File: src/rtl/lcd_pkg.sv
// Shared constants, FSM encoding and FIFO entry layout for the LCD pixel streamer.
package lcd_pkg;

    localparam int LCD_HACTIVE   = 480;
    localparam int LCD_VACTIVE   = 272;
    localparam int LCD_FRAME_PIX = LCD_HACTIVE * LCD_VACTIVE;
    localparam int CNT_W         = 17;

    // RGB565 field offsets within a 16-bit pixel
    localparam int R_LSB = 11;
    localparam int R_W   = 5;
    localparam int G_LSB = 5;
    localparam int G_W   = 6;
    localparam int B_LSB = 0;
    localparam int B_W   = 5;

    localparam logic [1:0] ST_WAIT_SOF = 2'd0;
    localparam logic [1:0] ST_ARMED    = 2'd1;
    localparam logic [1:0] ST_STREAM   = 2'd2;

    typedef struct packed {
        logic        sof;
        logic [15:0] data;
    } pix_entry_t;

endpackage

File: src/rtl/sync_fifo.sv
// Single-clock first-word-fall-through FIFO; extra pointer MSB tells full from empty.
module sync_fifo #(
    parameter int WIDTH = 17,
    parameter int DEPTH = 16
) (
    input  logic             clk_i,
    input  logic             rst_n_i,
    input  logic             push_i,
    input  logic [WIDTH-1:0] wdata_i,
    input  logic             pop_i,
    output logic [WIDTH-1:0] head_o,
    output logic             full_o,
    output logic             empty_o
);
    localparam int AW = $clog2(DEPTH);

    logic [WIDTH-1:0] mem_q [DEPTH];
    logic [AW:0]      wptr_q, rptr_q;
    logic             do_push, do_pop;

    assign empty_o = (wptr_q == rptr_q);
    assign full_o  = (wptr_q[AW] != rptr_q[AW]) && (wptr_q[AW-1:0] == rptr_q[AW-1:0]);
    assign do_push = push_i && !full_o;
    assign do_pop  = pop_i && !empty_o;
    assign head_o  = mem_q[rptr_q[AW-1:0]];

    always_ff @(posedge clk_i or negedge rst_n_i) begin
        if (!rst_n_i) begin
            wptr_q <= '0;
            rptr_q <= '0;
        end else begin
            if (do_push) wptr_q <= wptr_q + 1'b1;
            if (do_pop)  rptr_q <= rptr_q + 1'b1;
        end
    end

    // Storage needs no reset: pointers define what is valid.
    always_ff @(posedge clk_i) begin
        if (do_push) mem_q[wptr_q[AW-1:0]] <= wdata_i;
    end

endmodule

File: src/rtl/lcd_pixel_stream.sv
// Buffers upstream RGB565 pixels and emits one per DE cycle, aligned with the
// one-cycle-delayed panel syncs; resynchronises on underflow or misframing.
module lcd_pixel_stream
    import lcd_pkg::*;
#(
    parameter int HACTIVE = LCD_HACTIVE,
    parameter int VACTIVE = LCD_VACTIVE,
    parameter int DEPTH   = 16
) (
    input  logic        PixelClk,
    input  logic        nRST,
    input  logic        s_valid,
    input  logic [15:0] s_data,
    input  logic        s_sof,
    output logic        s_ready,
    input  logic        de_in,
    input  logic        hsync_in,
    input  logic        vsync_in,
    output logic        LCD_DE,
    output logic        LCD_HSYNC,
    output logic        LCD_VSYNC,
    output logic [4:0]  LCD_R,
    output logic [5:0]  LCD_G,
    output logic [4:0]  LCD_B,
    output logic        underflow,
    output logic        frame_err,
    output logic [15:0] frame_cnt
);
    localparam logic [CNT_W-1:0] LAST_PIX = CNT_W'(HACTIVE * VACTIVE - 1);

    logic [1:0]       state_q, state_d;
    logic [CNT_W-1:0] cnt_q, cnt_d;
    logic [15:0]      fcnt_q, fcnt_d;
    logic [15:0]      rgb_q, rgb_d;
    logic             uf_q, uf_d, fe_q, fe_d;
    logic             de_q, hs_q, vs_q, rdy_q;
    logic             pop, full, empty, vs_fall;
    logic [16:0]      head_raw;
    pix_entry_t       head;

    sync_fifo #(.WIDTH($bits(pix_entry_t)), .DEPTH(DEPTH)) u_fifo (
        .clk_i   (PixelClk),
        .rst_n_i (nRST),
        .push_i  (s_valid && s_ready),
        .wdata_i ({s_sof, s_data}),
        .pop_i   (pop),
        .head_o  (head_raw),
        .full_o  (full),
        .empty_o (empty)
    );

    assign head    = pix_entry_t'(head_raw);
    // rdy_q keeps s_ready low while in reset even though the FIFO reads empty
    assign s_ready = rdy_q && !full;
    assign vs_fall = !vsync_in && vs_q;

    always_comb begin
        state_d = state_q;
        cnt_d   = cnt_q;
        fcnt_d  = fcnt_q;
        rgb_d   = '0;
        uf_d    = 1'b0;
        fe_d    = 1'b0;
        pop     = 1'b0;
        case (state_q)
            ST_WAIT_SOF: begin
                if (!empty) begin
                    if (head.sof)  state_d = ST_ARMED;
                    else if (de_in) pop = 1'b1;
                end
            end
            ST_ARMED: begin
                if (vs_fall) begin
                    state_d = ST_STREAM;
                    cnt_d   = '0;
                end
            end
            ST_STREAM: begin
                if (vs_fall) begin
                    fe_d    = 1'b1;
                    state_d = ST_WAIT_SOF;
                end else if (de_in) begin
                    if (empty) begin
                        uf_d    = 1'b1;
                        state_d = ST_WAIT_SOF;
                    end else if (head.sof && cnt_q != '0) begin
                        // leave the early SOF at the head so WAIT_SOF re-arms on it
                        fe_d    = 1'b1;
                        state_d = ST_WAIT_SOF;
                    end else begin
                        pop   = 1'b1;
                        rgb_d = head.data;
                        if (cnt_q == LAST_PIX) begin
                            cnt_d   = '0;
                            fcnt_d  = fcnt_q + 16'd1;
                            state_d = ST_ARMED;
                        end else begin
                            cnt_d = cnt_q + 1'b1;
                        end
                    end
                end
            end
            default: state_d = ST_WAIT_SOF;
        endcase
    end

    always_ff @(posedge PixelClk or negedge nRST) begin
        if (!nRST) begin
            state_q <= ST_WAIT_SOF;
            cnt_q   <= '0;
            fcnt_q  <= '0;
            rgb_q   <= '0;
            uf_q    <= 1'b0;
            fe_q    <= 1'b0;
            de_q    <= 1'b0;
            hs_q    <= 1'b1;
            vs_q    <= 1'b1;
            rdy_q   <= 1'b0;
        end else begin
            state_q <= state_d;
            cnt_q   <= cnt_d;
            fcnt_q  <= fcnt_d;
            rgb_q   <= rgb_d;
            uf_q    <= uf_d;
            fe_q    <= fe_d;
            de_q    <= de_in;
            hs_q    <= hsync_in;
            vs_q    <= vsync_in;
            rdy_q   <= 1'b1;
        end
    end

    assign LCD_DE    = de_q;
    assign LCD_HSYNC = hs_q;
    assign LCD_VSYNC = vs_q;
    assign LCD_R     = rgb_q[R_LSB +: R_W];
    assign LCD_G     = rgb_q[G_LSB +: G_W];
    assign LCD_B     = rgb_q[B_LSB +: B_W];
    assign underflow = uf_q;
    assign frame_err = fe_q;
    assign frame_cnt = fcnt_q;

endmodule
File: config.mk
export PLATFORM = sky130hd
export DESIGN_NAME = lcd_pixel_stream
export DESIGN_NICKNAME = d
export VERILOG_FILES = /design/src/rtl/lcd_pkg.sv /design/src/rtl/sync_fifo.sv /design/src/rtl/lcd_pixel_stream.sv
export SDC_FILE = /design/constraint.sdc
export NUM_CORES = 1
export LEC_CHECK = 0
export ABC_AREA = 1
export CORE_MARGIN = 4
export CORE_UTILIZATION = 45
export DETAILED_ROUTE_END_ITERATION = 7
export GPL_ROUTABILITY_DRIVEN = 0
export PLACE_DENSITY_LB_ADDON = 0.25
export RECOVER_POWER = 50
export SYNTH_ARGS = -nofsm -noshare
export SYNTH_HDL_FRONTEND = slang
export SYNTH_SLANG_ARGS = --single-unit
File: constraint.sdc
create_clock -name PixelClk -period 2.3 [get_ports PixelClk]
set_input_delay 0.46 -clock PixelClk [delete_from_list [all_inputs] [get_ports PixelClk]]
set_output_delay 0.46 -clock PixelClk [all_outputs]
set_load 0.1 [all_outputs]
==> metrics.csv, run 1 <==
metric,value,unit
final_common_cell,nand2_1,
power_density,1090,nW/um^2
syn_area_per_cell,11.5,um^2
critical_path.max_stage_delay,400,ps
crit_slowest_cell,dfrtp_1,
dr.pass1.iters,5,
r2r-end,u_fifo.mem_q[13][15],
die_w,188,um
track_usage,18.8,%
worstRegToRegCells,11,
dp.cells,1747,
coreArea,31800,um^2
hold_class,input port to register,
synth_compound_area_share,9.23,%
period_share,103,%
cts-buffers-inserted,35,
synthAdderAreaFrac,0.685,%
leakagePower,6.46,nW
final_net_count,1406,
ant_nets,0,
ys_seq_area_share,67.4,%
finalClockSkew,27.6,ps
failed_checks,negative setup slack,
utilization,54.6,%
path_common_cell,nand2_1,
synth.net_count,1302,
grt.overflow.total,0,
wl,34800,um
drc,0,
fin_crit,2360,ps
antenna_found_initial,0,
status,"complete, but fails checks",
crit_cells,8,
io_buffers,60,
syn_inst,1271,
synth_xor_area_share,1.74,%
vias_per_cell,5.37,
worst_hold_slack,500,ps
ys_types,42,
clockBufferDepth,3,
cp_max_fo,3,
grt_pass1_wl,53000,um
synth.cell_area,14600,um^2
vias,9855,
critPathKind,register to output pin,
ios,61,
cp-start-kind,register,
grt_setup_unrepaired,yes,
final_max_slew_viol_count,0,
clkSinkCount,339,
critPathLaunch,u_fifo.wptr_q[1],
layoutNonFillerInstCount,1836,
worst_slew_pin_slew,991,ps
nFillCells,2729,
cp_top_family,buffers and inverters,
wire_per_inst,18.9,um
synth_top_family_by_area,simple AND/OR/NAND/NOR gates,
fp-row-count,65,
final_layout_size_suffix_gt1_share,17.7,%
reg2reg_from,u_fifo.rptr_q[0],
peakVddDrop,0.000853,V
r2r_slack,90,ps
die_y,188,um
setup_viol,1,
layout_common_cells,"nand2_1 (320), edfxtp_1 (272), a21oi_1 (97), inv_1 (73), buf_4 (68)",
critical_path_arrival,1900,ps
required,1840,ps
layout_setup_ws,-60.0,ps
worstHoldPathCells,1,
ctsRootBufferMaster,clkbuf_16,
drv_cap,0,
synth_seq_cells,339,
clkTransAtPathRegs,60,ps
insertion_delay,530,ps
critPathBufInv,4,
hold_viol,0,
tns,-60.0,ps
synthSimpleGateAreaFrac,16.1,%
first_global_vias,9481,
synthMuxAreaShare,0,%
grt_max_degree,90,
relSlewSlack,33.9,%
power,19.0,mW
worstPathCellList,inv_1 -> nand2_1 -> a21oi_4 -> nand2_1 -> o21ai_1 -> bufinv_8 -> buf_6 -> buf_12,
drt_iter0_markers,831,
crit_path_end_kind,output pin,
area_growth,18.8,%
cts_tree,yes,
yosysWarnings,0,
htreeDepth,2,
fmax,0.424,GHz
dp_hpwl,20300,um
dieArea,35400,um^2
crit_path_end,s_ready,
n_antenna_cell,0,
start_util,45.9,%
## worst min path at each step
stage / from / endpoint / slack, ps
final: hsync_in / LCD_HSYNC / 500
after global routing: hsync_in / LCD_HSYNC / 480
after CTS: hsync_in / LCD_HSYNC / 350
after detailed placement: nRST / frame_cnt[15] / 470
after global placement: nRST / frame_cnt[15] / 460
after floorplan: nRST / LCD_DE / 160
## final cells by class
cell class | count | area (um^2) | share of cell area (%)
Sequential cell | 339 | 9850 | 56.8
Multi-Input combinational cell | 783 | 4190 | 24.1
Timing Repair Buffer | 131 | 1340 | 7.74
Clock buffer | 42 | 912 | 5.26
Tap cell | 435 | 544 | 3.14
Inverter | 85 | 335 | 1.93
Clock inverter | 21 | 185 | 1.07
## state kept, by name, summed over array words and instances, names as in the netlist, 2 cells and up
signal         flops
frame_cnt         16
cnt_q             17
u_fifo.mem_q     272
u_fifo.wptr_q      5
rgb_q             16
state_q            2
u_fifo.rptr_q      5
## logic make-up (layout without fill, tap and decap cells)
group,after synthesis,in the layout
flip-flops,339,339
buffers and inverters,149,279
AO/OA/AOI/OAI,212,212
adder cells (fa/ha/maj),8,8
AND/OR/NAND/NOR,533,533
other,1,1
XOR/XNOR,29,29
## per-layer routing
| metal | up-vias | track usage [%] | share of wire, % |
|---|---|---|---|
| met2 | 286 | 30.5 | 48 |
| met1 | 4862 | 27.0 | 44 |
| met3 | 59 | 2.94 | 5.9 |
| met4 | 0 | 4.52 | 1.9 |
| met5 | - | 0 | 0 |
| li1 | 4648 | - | - |
## power breakdown
group	leakage (nW)	switching [mW]	total, mW	internal (mW)
clock network	0.539	2.34	5.42	3.09
registers	3.35	0.157	7.20	7.05
logic	2.57	4.22	6.34	2.12
## what timing repair did
action | CTS | global route
buffers inserted | 16 | 8
setup endpoints to repair | 103 | 145
cloned | 0 | 1
hold endpoints to repair | 30 | 0
resized for setup | 6 | 5
pin swaps | 9 | 6
hold buffers | 1 | 0
## synthesized netlist by cell type (all sizes together)
library cell	number	share of area, %
a21oi	98	3.4
a22oi	32	1.6
a32o	20	1.4
buf	53	2.3
clkbuf	11	0.30
clkinv	1	0.026
conb	1	0.026
dfrtp	65	11
dfstp	2	0.36
edfxtp	272	56
ha	8	0.69
inv	84	2.2
nand2	347	9.5
nand3	72	2.9
nand3b	2	0.10
nand4	11	0.51
nor2	75	2.0
nor3	18	0.69
nor3b	3	0.15
nor4	5	0.21
o211ai	11	0.57
o21ai	45	1.9
o31ai	6	0.31
xnor2	11	0.66
xor2	18	1.1
## per-stage QoR
step	area (um^2)	worst slack, ps
after detailed placement	15900	-74.4
after floorplan	14700	-76.9
final	17400	-60.0
after global routing	17400	-140
after CTS	17200	-84.6
after global placement	15900	-21.6
(Power assumes the default switching activity.)
==> run 2: changes to the inputs <==
--- a/config.mk
+++ b/config.mk
@@ -7,11 +7,13 @@
 export LEC_CHECK = 0
 export ABC_AREA = 1
 export CORE_MARGIN = 4
-export CORE_UTILIZATION = 45
+export CORE_UTILIZATION = 55
+export CTS_CLUSTER_SIZE = 12
 export DETAILED_ROUTE_END_ITERATION = 7
 export GPL_ROUTABILITY_DRIVEN = 0
 export PLACE_DENSITY_LB_ADDON = 0.25
 export RECOVER_POWER = 50
+export SKIP_LAST_GASP = 1
 export SYNTH_ARGS = -nofsm -noshare
 export SYNTH_HDL_FRONTEND = slang
 export SYNTH_SLANG_ARGS = --single-unit
==> metrics.csv, run 2 (same netlist as run 1, synthesis figures left out) <==
metric,value,unit
hold_class,register to register,
period_share,104,%
clkSinkCount,339,
grt_setup_unrepaired,yes,
grt_pass1_wl,53100,um
tns,-96.0,ps
io_buffers,60,
wire_per_inst,20.3,um
failed_checks,negative setup slack,
status,"complete, but fails checks",
p_int,12.6,mW
critPathKind,register to output pin,
required,1840,ps
n_antenna_cell,0,
utilization,67.0,%
relSlewSlack,33.6,%
final_common_cell,nand2_1,
ant_nets,0,
hold_viol,0,
ios,61,
wl,35500,um
die_w,171,um
comb_power_share,32.3,%
post-place-ws,-98.7,ps
track_usage,23.5,%
clkTransAtPathRegs,60,ps
layout_common_cells,"nand2_1 (319), edfxtp_1 (272), a21oi_1 (97), inv_1 (72), buf_4 (69)",
crit_path_end_kind,output pin,
layout_setup_ws,-96.0,ps
drv_cap,0,
largest_register_ffs,272,
area_growth,19.6,%
start_util,56.0,%
nFillCells,1868,
ctsRootBufferMaster,clkbuf_16,
grt.overflow.total,0,
die_y,171,um
cp-start-kind,register,
dp_hpwl,20000,um
grt_max_degree,90,
setup_viol,1,
switchingPower,6.71,mW
finalClockSkew,17.4,ps
vias_per_cell,5.81,
final_layout_size_suffix_gt1_share,18.0,%
critPathLaunch,u_fifo.rptr_q[1],
peakVddDrop,0.000834,V
antenna_found_initial,0,
power_frac_seq,37.4,%
worst_slew_pin_slew,996,ps
cts_tree,yes,
p_clk_share,30.3,%
dr.pass1.iters,6,
cp_max_fo,4,
first_global_vias,9631,
coreArea,26100,um^2
fmax,0.417,GHz
power_density,1110,nW/um^2
critical_path_arrival,1940,ps
insertion_delay,530,ps
dieArea,29200,um^2
leakagePower,6.56,nW
fp-row-count,59,
drc,0,
fin_crit,2400,ps
clockBufferDepth,3,
final_max_slew_viol_count,0,
final_net_count,1413,
htreeDepth,2,
drt_iter0_markers,1129,
holdCritStartpoint,u_fifo.wptr_q[4],
sw_frac_of_total,34.7,%
vias,10100,
cts-buffers-inserted,37,
reg2reg_from,u_fifo.rptr_q[0],
[run 2: cell count changes in the layout (fill, tap and decap cells not counted), sizes merged]
| cell | before | now |
|---|---|---|
| clkinv | 19 | 6 |
| clkbuf | 55 | 71 |
| inv | 83 | 84 |
| clkinvlp | 1 | 0 |
| buf | 96 | 103 |
[run 2: worst paths after layout]
check	endpoint	slack [ps]	depth (start not counted)
min in group asynchronous	u_fifo.wptr_q[2]	570	2
min	u_fifo.wptr_q[4]	490	1
max	s_ready	-100	8
max in group asynchronous	rgb_q[4]	350	3
min reg2reg	u_fifo.wptr_q[4]	490	1
max reg2reg	u_fifo.mem_q[7][6]	30	13
[run 2: area by class of cell]
type,count,area [um^2],share of cell area [%]
Tap cell,335,419,2.40
Multi-Input combinational cell,783,4200,24.0
Sequential cell,339,9850,56.4
Clock buffer,60,1100,6.32
Timing Repair Buffer,136,1440,8.24
Clock inverter,8,116,0.666
Inverter,85,340,1.95
[run 2: metal layers]
layer | global-route usage [%] | vias to the layer above | share of wire, %
li1 | - | 4661 | -
met4 | 7.17 | 0 | 2.9
met3 | 3.19 | 86 | 8.0
met1 | 32.9 | 4951 | 41
met2 | 38.8 | 441 | 49
met5 | 0 | - | 0
[run 2: stage by stage]
step | instances | area (um^2) | power, mW | hold slack (ps)
finish | 1746 | 17500 | 19.3 | 494
global route | 1746 | 17500 | 20.3 | 493
CTS | 1725 | 17100 | 19.1 | 350
detailed placement | 1650 | 15800 | 13.2 | 429
global placement | 1650 | 15800 | 13.1 | 426
floorplan | 1271 | 14700 | 11.7 | 164
[run 2: timing repair]
item / in CTS / in global routing
endpoints found under the hold margin: 26 / 0
pin swaps: 3 / 15
cloned: 0 / 2
setup endpoints to repair: 79 / 193
setup buffers: 6 / 20
resized for setup: 4 / 21
hold buffers: 1 / 0
[run 2: critical path: stages (launching register included)]
cell and delay [ps]:
dfrtp_2 420, inv_2 80, nand2_1 90, a21oi_4 160
nand2_1 70, o21ai_1 130, bufinv_8 190, buf_6 110
buf_12 150
[run 2: power by group through the flow]
stage | Combinational [mW] | Clock, mW | Sequential [mW]
after floorplan | 4.17 | 0 | 7.53
after global placement | 5.74 | 0 | 7.33
after detailed placement | 5.89 | 0 | 7.34
after CTS | 5.99 | 5.93 | 7.22
after global routing | 6.80 | 6.23 | 7.25
final | 6.25 | 5.85 | 7.22
==> run 3: changes to the inputs <==
--- a/config.mk
+++ b/config.mk
@@ -6,7 +6,7 @@
 export NUM_CORES = 1
 export LEC_CHECK = 0
 export ABC_AREA = 1
-export CORE_MARGIN = 4
+export CORE_MARGIN = 5
 export CORE_UTILIZATION = 55
 export CTS_CLUSTER_SIZE = 12
 export DETAILED_ROUTE_END_ITERATION = 7
==> metrics.csv, run 3 (same netlist as run 1, synthesis figures left out) <==
metric,value,unit
wl,33800,um
first_global_vias,9608,
wire_per_inst,19.4,um
crit_slowest_cell,dfrtp_1,
critPathBufInv,4,
final_net_count,1410,
track_usage,21.8,%
post-place-ws,-56.6,ps
clockBufferDepth,3,
cp_top_family,buffers and inverters,
required,1840,ps
power,19.3,mW
drc,0,
grt_pass1_wl,52300,um
vias_per_cell,5.72,
clkSinkCount,339,
dp_hpwl,19700,um
dieArea,29900,um^2
vias,9952,
peakVddDrop,0.000747,V
grt.overflow.total,0,
fin_crit,2360,ps
n_antenna_cell,0,
finalClockSkew,15.3,ps
largest_register_ffs,272,
start_util,55.9,%
drv_cap,0,
final_layout_size_suffix_gt1_share,17.9,%
cts_tree,yes,
status,"complete, but fails checks",
nFillCells,1937,
critical_path_arrival,1900,ps
tns,-64.3,ps
hold_viol,0,
layout_common_cells,"nand2_1 (317), edfxtp_1 (272), a21oi_1 (97), inv_1 (72), buf_4 (70)",
cts-buffers-inserted,37,
area_growth,18.6,%
cp_max_fo,4,
period_share,103,%
critPathKind,register to output pin,
ios,61,
die_y,173,um
antenna_found_initial,0,
final_common_cell,nand2_1,
drt_iter0_markers,843,
failed_checks,negative setup slack,
grt_setup_unrepaired,yes,
insertion_delay,530,ps
r2r_slack,90,ps
crit_path_end_kind,output pin,
die_w,173,um
grt_max_degree,139,
ant_nets,0,
fmax,0.423,GHz
relSlewSlack,14.9,%
hold_class,register to register,
io_buffers,60,
final_max_slew_viol_count,0,
path_common_cell,nand2_2,
setup_viol,1,
layout_setup_ws,-64.3,ps
worst_slew_pin_slew,1280,ps
clkTransAtPathRegs,60,ps
ctsRootBufferMaster,clkbuf_16,
coreArea,26100,um^2
fp-row-count,59,
cp-start-kind,register,
power_density,1110,nW/um^2
worstPathCellList,buf_6 -> nand2_2 -> nand2_2 -> a21oi_4 -> nand2_2 -> o21ai_2 -> bufinv_8 -> buf_6 -> buf_12,
critical_path.max_stage_delay,390,ps
htreeDepth,2,
leakagePower,6.50,nW
dr.pass1.iters,5,
==> run 3: worst paths after layout <==
kind,start,end,cells past startpoint
max in group asynchronous,nRST,rgb_q[3],3
min in group asynchronous,nRST,frame_cnt[1],2
hold / removal,state_q[1],state_q[1],2
setup / recovery,u_fifo.wptr_q[0],s_ready,9
hold reg to reg,state_q[1],state_q[1],2
setup reg to reg,u_fifo.rptr_q[0],u_fifo.mem_q[0][2],14
==> run 3: final cells by class <==
cell class / instances / area (um^2) / share of cell area (%)
Tap cell: 335 / 419 / 2.42
Clock inverter: 13 / 165 / 0.954
Inverter: 85 / 335 / 1.94
Multi-Input combinational cell: 783 / 4200 / 24.2
Timing Repair Buffer: 133 / 1320 / 7.64
Clock buffer: 53 / 1030 / 5.93
Sequential cell: 339 / 9850 / 56.9
==> run 3: timing repair <==
item                                   CTS  global route
endpoints found under the hold margin   20             0
resized for setup                        4            20
hold buffers                             1             0
pin swaps                                3             8
cloned                                   0             1
setup buffers                            3            12
setup endpoints to repair               24           294
==> run 3: routing by layer <==
layer / GRT usage (%) / share of wire [%] / routed length, um
met3: 5.24 / 7.9 / 2660
met4: 5.25 / 2.0 / 665
met5: 0 / 0 / 0
met2: 36.4 / 49 / 16500
met1: 29.3 / 41 / 14000
==> run 3: power by group <==
| group | switching [mW] | internal (mW) |
|---|---|---|
| clock network | 2.32 | 3.47 |
| logic | 4.16 | 2.10 |
| registers | 0.162 | 7.05 |
==> run 3: worst min-delay path, cell delays in order, from the launching register on <==
cell and delay (ps):
dfrtp_1 360, nand2_1 60, nand2_1 40
==> run 3: stage by stage <==
stage	instances	area (um^2)	utilization, %	hold slack [ps]
2_1_floorplan	1271	14700	-	164
6_report	1741	17300	66.3	498
4_1_cts	1728	17100	65.3	359
5_1_grt	1741	17300	66.3	497
3_5_place_dp	1658	15800	60.5	373
3_3_place_gp	1658	15800	60.5	372
==> variant 1 (settings of run 3) <==
Put one more register stage on the output `underflow`, with the module's reset. The value now appears one clock later. The other outputs are not delayed to match. Comments in the files are not updated.
--- a/src/rtl/lcd_pixel_stream.sv
+++ b/src/rtl/lcd_pixel_stream.sv
@@ -138,3 +138,9 @@
     assign LCD_B     = rgb_q[B_LSB +: B_W];
-    assign underflow = uf_q;
+    always_ff @(posedge PixelClk or negedge nRST) begin
+        if (!nRST) begin
+            underflow <= '0;
+        end else begin
+            underflow <= uf_q;
+        end
+    end
     assign frame_err = fe_q;
Formal check against the unedited RTL: not equivalent (Yosys sat finds a counterexample within 10 cycles, from zero or initial values and one cycle with nRST low).
==> variant 1 against run 3 <==
The run ends with capacitance limit, slew limit, setup timing left; die area up 0.16%; power down 1.5%; highest routed layer unchanged; critical path depth down 2; clock skew up 0.0070 ns; routed wire length down 1.2%; via count down 0.95%; sequential cell count up 1; utilization down 0.61 points; synthesized cell count about the same; final area down 0.92%; setup slack better by 0.059 ns; area after synthesis up 0.17%; combinational power down 1%.
==> variant 1: results (changes against run 3) <==
Detailed routing
  – DRT iter0 DRCs: 966 (was 843)
  – Drt wl/cell: 19.26 microns (was 19.40 microns)
  – Detailed-route via count: 9857 (was 9952)

Status
  – Failing checks: capacitance limit, slew limit, setup timing (was setup timing)
  – Run status: finished with violations (unchanged)

Layout
  – Fillcell total: 1959 (was 1937)
  – Nets: 1403 (was 1410)
  – Share of layout cells above drive strength 1: 16.88% (was 17.85%)

Synthesis
  – FFs w/ async S/R, synth: 20.00% (was 19.76%)
  – Syn Nets: 1303 (was 1302)
  – Top post-synthesis cells by count: 323 x nand2_1, 272 x edfxtp_1, 97 x a21oi_1, 73 x inv_1, 71 x nor2_1 (unchanged)
  – Largest cells by area after synthesis: edfxtp_1 56%, dfrtp_1 11%, nand2_1 8.3%, a21oi_1 3.3%, nand3_1 2.3% (unchanged)
  – Synth Area in Adders: 0.6842% (was 0.6853%)
  – Compound-Gate Fraction of Synth Area: 9.211% (was 9.226%)
  – Synth top area share: 55.83% (was 55.92%)
  – Seq/Total Area, Yosys: 67.48% (was 67.42%)
  – Post-Synth XOR/XNOR Area: 1.736% (was 1.739%)

Global route
  – Largest net degree at the start of global routing: 90 (was 139)
  – GRT Resource Usage Total: 22.26% (was 21.81%)
  – Vias in the first global route: 9826 (was 9608)
  – First-pass GRT wire length: 53.35 mm (was 52.32 mm)

Pwr
  – Net Sw Frac: 34.92% (was 34.49%)
  – Leak: 0.006411 uW (was 0.006498 uW)
  – IR drop worst, VDD: 679.1 uV (was 747.2 uV)

Setup path
  – CP max stage delay: 0.51 ns (was 0.39 ns)
  – Worst path arrival time: 1.85 ns (was 1.90 ns)
  – Slowest CP cell: dfrtp_4 (was dfrtp_1)

Placement
  – Pre-CTS setup slack: 0.04988 ns (was -0.05656 ns)
  – Final HPWL DP: 20.40 mm (was 19.66 mm)
  – Placed Area: 0.01596 sq mm (was 0.01582 sq mm)

STA
  – Max_slew headroom: -9.663% (was 14.88%)
  – Clk_skew: 0.02225 ns (was 0.01529 ns)
  – Max-slew violation count: 61 (was 0)
  – Count of final setup violators: 1 (unchanged)
  – Final WS setup: -0.005260 ns (was -0.06435 ns)

Job
  – Max cap viols: 1 (was 0)

Clock tree
  – Clk root buf: clkbuf_16 (unchanged)
==> variant 1: what timing repair did <==
item / in CTS / in global routing
setup buffers: 6 / 3
pin swaps: 4 / 3
gates cloned: 0 / 0
gates resized for setup: 3 / 3
setup endpoints to repair: 1 / 152
==> variant 1: stage by stage <==
stage / std cells / util, % / setup TNS, ns / hold WS (ns)
global route: 1733 / 65.67 / -5.800 / 0.3655
CTS: 1730 / 65.58 / -0.02245 / 0.05812
global placement: 1659 / 61.07 / 0 / 0.3327
floorplan: 1272 / - / -10.46 / 0.1644
finish: 1733 / 65.67 / -0.005260 / 0.3486
detailed placement: 1659 / 61.07 / 0 / 0.3379
==> variant 1: path summary, 6_finish.rpt <==
check | startpoint | end | slack [ns] | depth (start not counted)
max | u_fifo.rptr_q[0] | s_ready | -0.005 | 7
min | uf_q | underflow | 0.35 | 0
max reg2reg | u_fifo.rptr_q[0] | u_fifo.mem_q[6][9] | 0.04 | 12
min reg2reg | uf_q | underflow | 0.35 | 0
max in group asynchronous | nRST | frame_cnt[11] | 0.74 | 2
min in group asynchronous | nRST | u_fifo.wptr_q[1] | 0.36 | 1
==> variant 1: layout make-up <==
class / count / area [sq um] / share of cell area [%]
timing repair buffer: 125 / 1219 / 7.102
multi-input combinational: 783 / 4182 / 24.37
clock inverter: 9 / 98.84 / 0.5760
inverter: 85 / 335.3 / 1.954
tap: 335 / 419.2 / 2.443
sequential: 340 / 9878 / 57.56
clock buffer: 56 / 1028 / 5.993
==> variant 1: critical path, delay by kind of cell (launching register included) <==
family / cells / cell delay, ns
buf+inv: 2 / 0.35
simple gates: 3 / 0.20
flops: 1 / 0.51
compound gates: 2 / 0.24
==> variant 1: cell families (layout without fill, tap and decap cells) <==
| kind of cell | after synthesis | count (layout) |
|---|---|---|
| AOI/OAI and AO/OA | 212 | 212 |
| DFF | 340 | 340 |
| other | 1 | 1 |
| xor gates and xnor gates | 29 | 29 |
| adders and majority gates | 8 | 8 |
| and+or+nand+nor | 533 | 533 |
| buffers and inverters | 149 | 275 |
==> variant 1: power groups by stage <==
stage | Combinational [uW] | Sequential [uW] | Clock [uW]
floorplan | 4170 | 7550 | 0
global placement | 5890 | 7350 | 0
detailed placement | 5970 | 7360 | 0
CTS | 6140 | 7230 | 5640
global route | 6790 | 7260 | 5930
finish | 6200 | 7230 | 5530
==> variant 1: metal layers <==
layer	global-route usage, %	wire [microns]	vias up
li1	-	-	4648
met1	31.60	14320	4781
met2	35.60	15730	374
met3	4.432	2654	54
met4	6.053	664	0
met5	0	0	-
==> variant 2 (flow settings as in run 3) <==
Without the edit above. Change the package constant `G_LSB` from 5 to 10.
--- a/src/rtl/lcd_pkg.sv
+++ b/src/rtl/lcd_pkg.sv
@@ -11,3 +11,3 @@
     localparam int R_W   = 5;
-    localparam int G_LSB = 5;
+    localparam int G_LSB = 10;
     localparam int G_W   = 6;
Behaviour: not the same (Yosys sat finds a counterexample within 10 cycles, from zero or initial values and one cycle with nRST low).
==> variant 2 against run 3 <==
Power shrank 25%; area after synthesis shrank 23%; global-route usage shrank 0.78 points; setup slack gained 0.10 ns; final area shrank 23%; sequential share of layout area shrank 2.1 points; sequential cell count shrank 85; routed wire length shrank 27%.
==> variant 2: results (changes against run 3) <==
STA
  – Fin Hold WS: 0.4798 ns (was 0.4976 ns)
  – Clk_skew: 0.02990 ns (was 0.01529 ns)

Layout
  – Sequential cell area share: 54.77% (was 56.88%)
  – Non-clock buffer share: 7.374% (was 7.643%)
  – Fraction of area in multi-input gates: 26.05% (was 24.24%)
  – Clock-cell share: 6.850% (was 6.884%)
  – Fillcell total: 1514 (was 1937)
  – Count of multi-input gates: 662 (was 783)
  – Final Util: 66.08% (was 66.28%)
  – Share of layout cells above drive strength 1: 15.84% (was 17.85%)
  – Nets: 1159 (was 1410)

Clock tree
  – Total CTS buffers: 27 (was 37)
  – Clk sink count: 254 (was 339)
  – Worst skew pair latency: 0.55 ns (was 0.53 ns)
  – Setup repair bufs after CTS: 1 (was 3)
  – CTS H-Tree Depth: 1 (was 2)

Placement
  – Pre-CTS setup slack: 0.1402 ns (was -0.05656 ns)
  – PortBufs: 55 (was 60)
  – Placed Area: 0.01245 sq mm (was 0.01582 sq mm)
  – Final HPWL DP: 15.41 mm (was 19.66 mm)

Detailed routing
  – DRT iter0 DRCs: 520 (was 843)
  – Detailed-route via count: 7783 (was 9952)
  – Drt wl/cell: 17.48 microns (was 19.40 microns)

Global route
  – Vias in the first global route: 7732 (was 9608)
  – GRT Resource Usage Total: 21.04% (was 21.81%)
  – Largest net degree at the start of global routing: 72 (was 139)
  – First-pass GRT wire length: 39.98 mm (was 52.32 mm)

Synthesis
  – Count of cell types in the netlist: 39 (was 42)
  – Seq/Total Area, Yosys: 64.89% (was 67.42%)
  – Top post-synthesis cells by count: 287 x nand2_1, 192 x edfxtp_1, 81 x inv_1, 73 x a21oi_1, 71 x nor2_1 (was 323 x nand2_1, 272 x edfxtp_1, 97 x a21oi_1, 73 x inv_1, 71 x nor2_1)
  – FFs w/ async S/R, synth: 24.41% (was 19.76%)
  – Post-synth EDFFs: 192 (was 272)

Pwr
  – IR drop worst, VDD: 710.9 uV (was 747.2 uV)
  – Leak: 0.005188 uW (was 0.006498 uW)

Setup path
  – Slowest CP cell: dfrtp_4 (was dfrtp_1)
  – CP top delay family: flip-flops (was buffers and inverters)
  – Worst path arrival time: 1.80 ns (was 1.90 ns)
  – R2r setup slk: 0.12 ns (was 0.09 ns)
  – CP max stage delay: 0.52 ns (was 0.39 ns)

Status
  – Run status: complete, no violations (was finished with violations)

Hold path
  – Min-Delay Path Class: in2reg (was reg2reg)
==> variant 2: path summary, 6_finish.rpt <==
path                                  start          endpoint  depth (start not counted)
setup / recovery           u_fifo.rptr_q[0]           s_ready                          7
hold / removal                     hsync_in         LCD_HSYNC                          1
setup reg to reg           u_fifo.rptr_q[0]         rgb_q[15]                         12
hold reg to reg            u_fifo.wptr_q[4]  u_fifo.wptr_q[4]                          1
max in group asynchronous              nRST         LCD_HSYNC                          3
min in group asynchronous              nRST          cnt_q[7]                          2
==> variant 2: kinds of logic (layout without fill, tap and decap cells) <==
group	Yosys count	in the layout	share of synthesized area (%)
AO/OA/AOI/OAI	153	153	8.652
XOR/XNOR	29	29	2.252
adder cells (fa/ha/maj)	8	8	0.8874
buffers and inverters	137	233	5.457
flip-flops	254	254	64.89
other	1	1	0.03325
AND/OR/NAND/NOR	471	471	17.83
==> variant 2: worst reg2reg max path, delay by kind of cell, from the launching register on <==
kind / cells / cell delay [ns]
flip-flops: 1 / 0.52
buffers and inverters: 4 / 0.64
AND/OR/NAND/NOR: 8 / 0.94
==> variant 2: layer usage <==
| metal | track usage, % | part of all wire (%) |
|---|---|---|
| met1 | 27.65 | 41 |
| met2 | 35.98 | 51 |
| met3 | 3.619 | 6.2 |
| met4 | 6.576 | 2.5 |
| met5 | 0 | 0 |
==> variant 2: power groups by stage <==
stage / logic (uW) / registers (uW) / clock network [uW]
after floorplan: 3100 / 5650 / 0
after global placement: 4410 / 5520 / 0
after detailed placement: 4490 / 5530 / 0
after CTS: 4560 / 5430 / 4510
after global routing: 5020 / 5470 / 4690
final: 4560 / 5440 / 4440
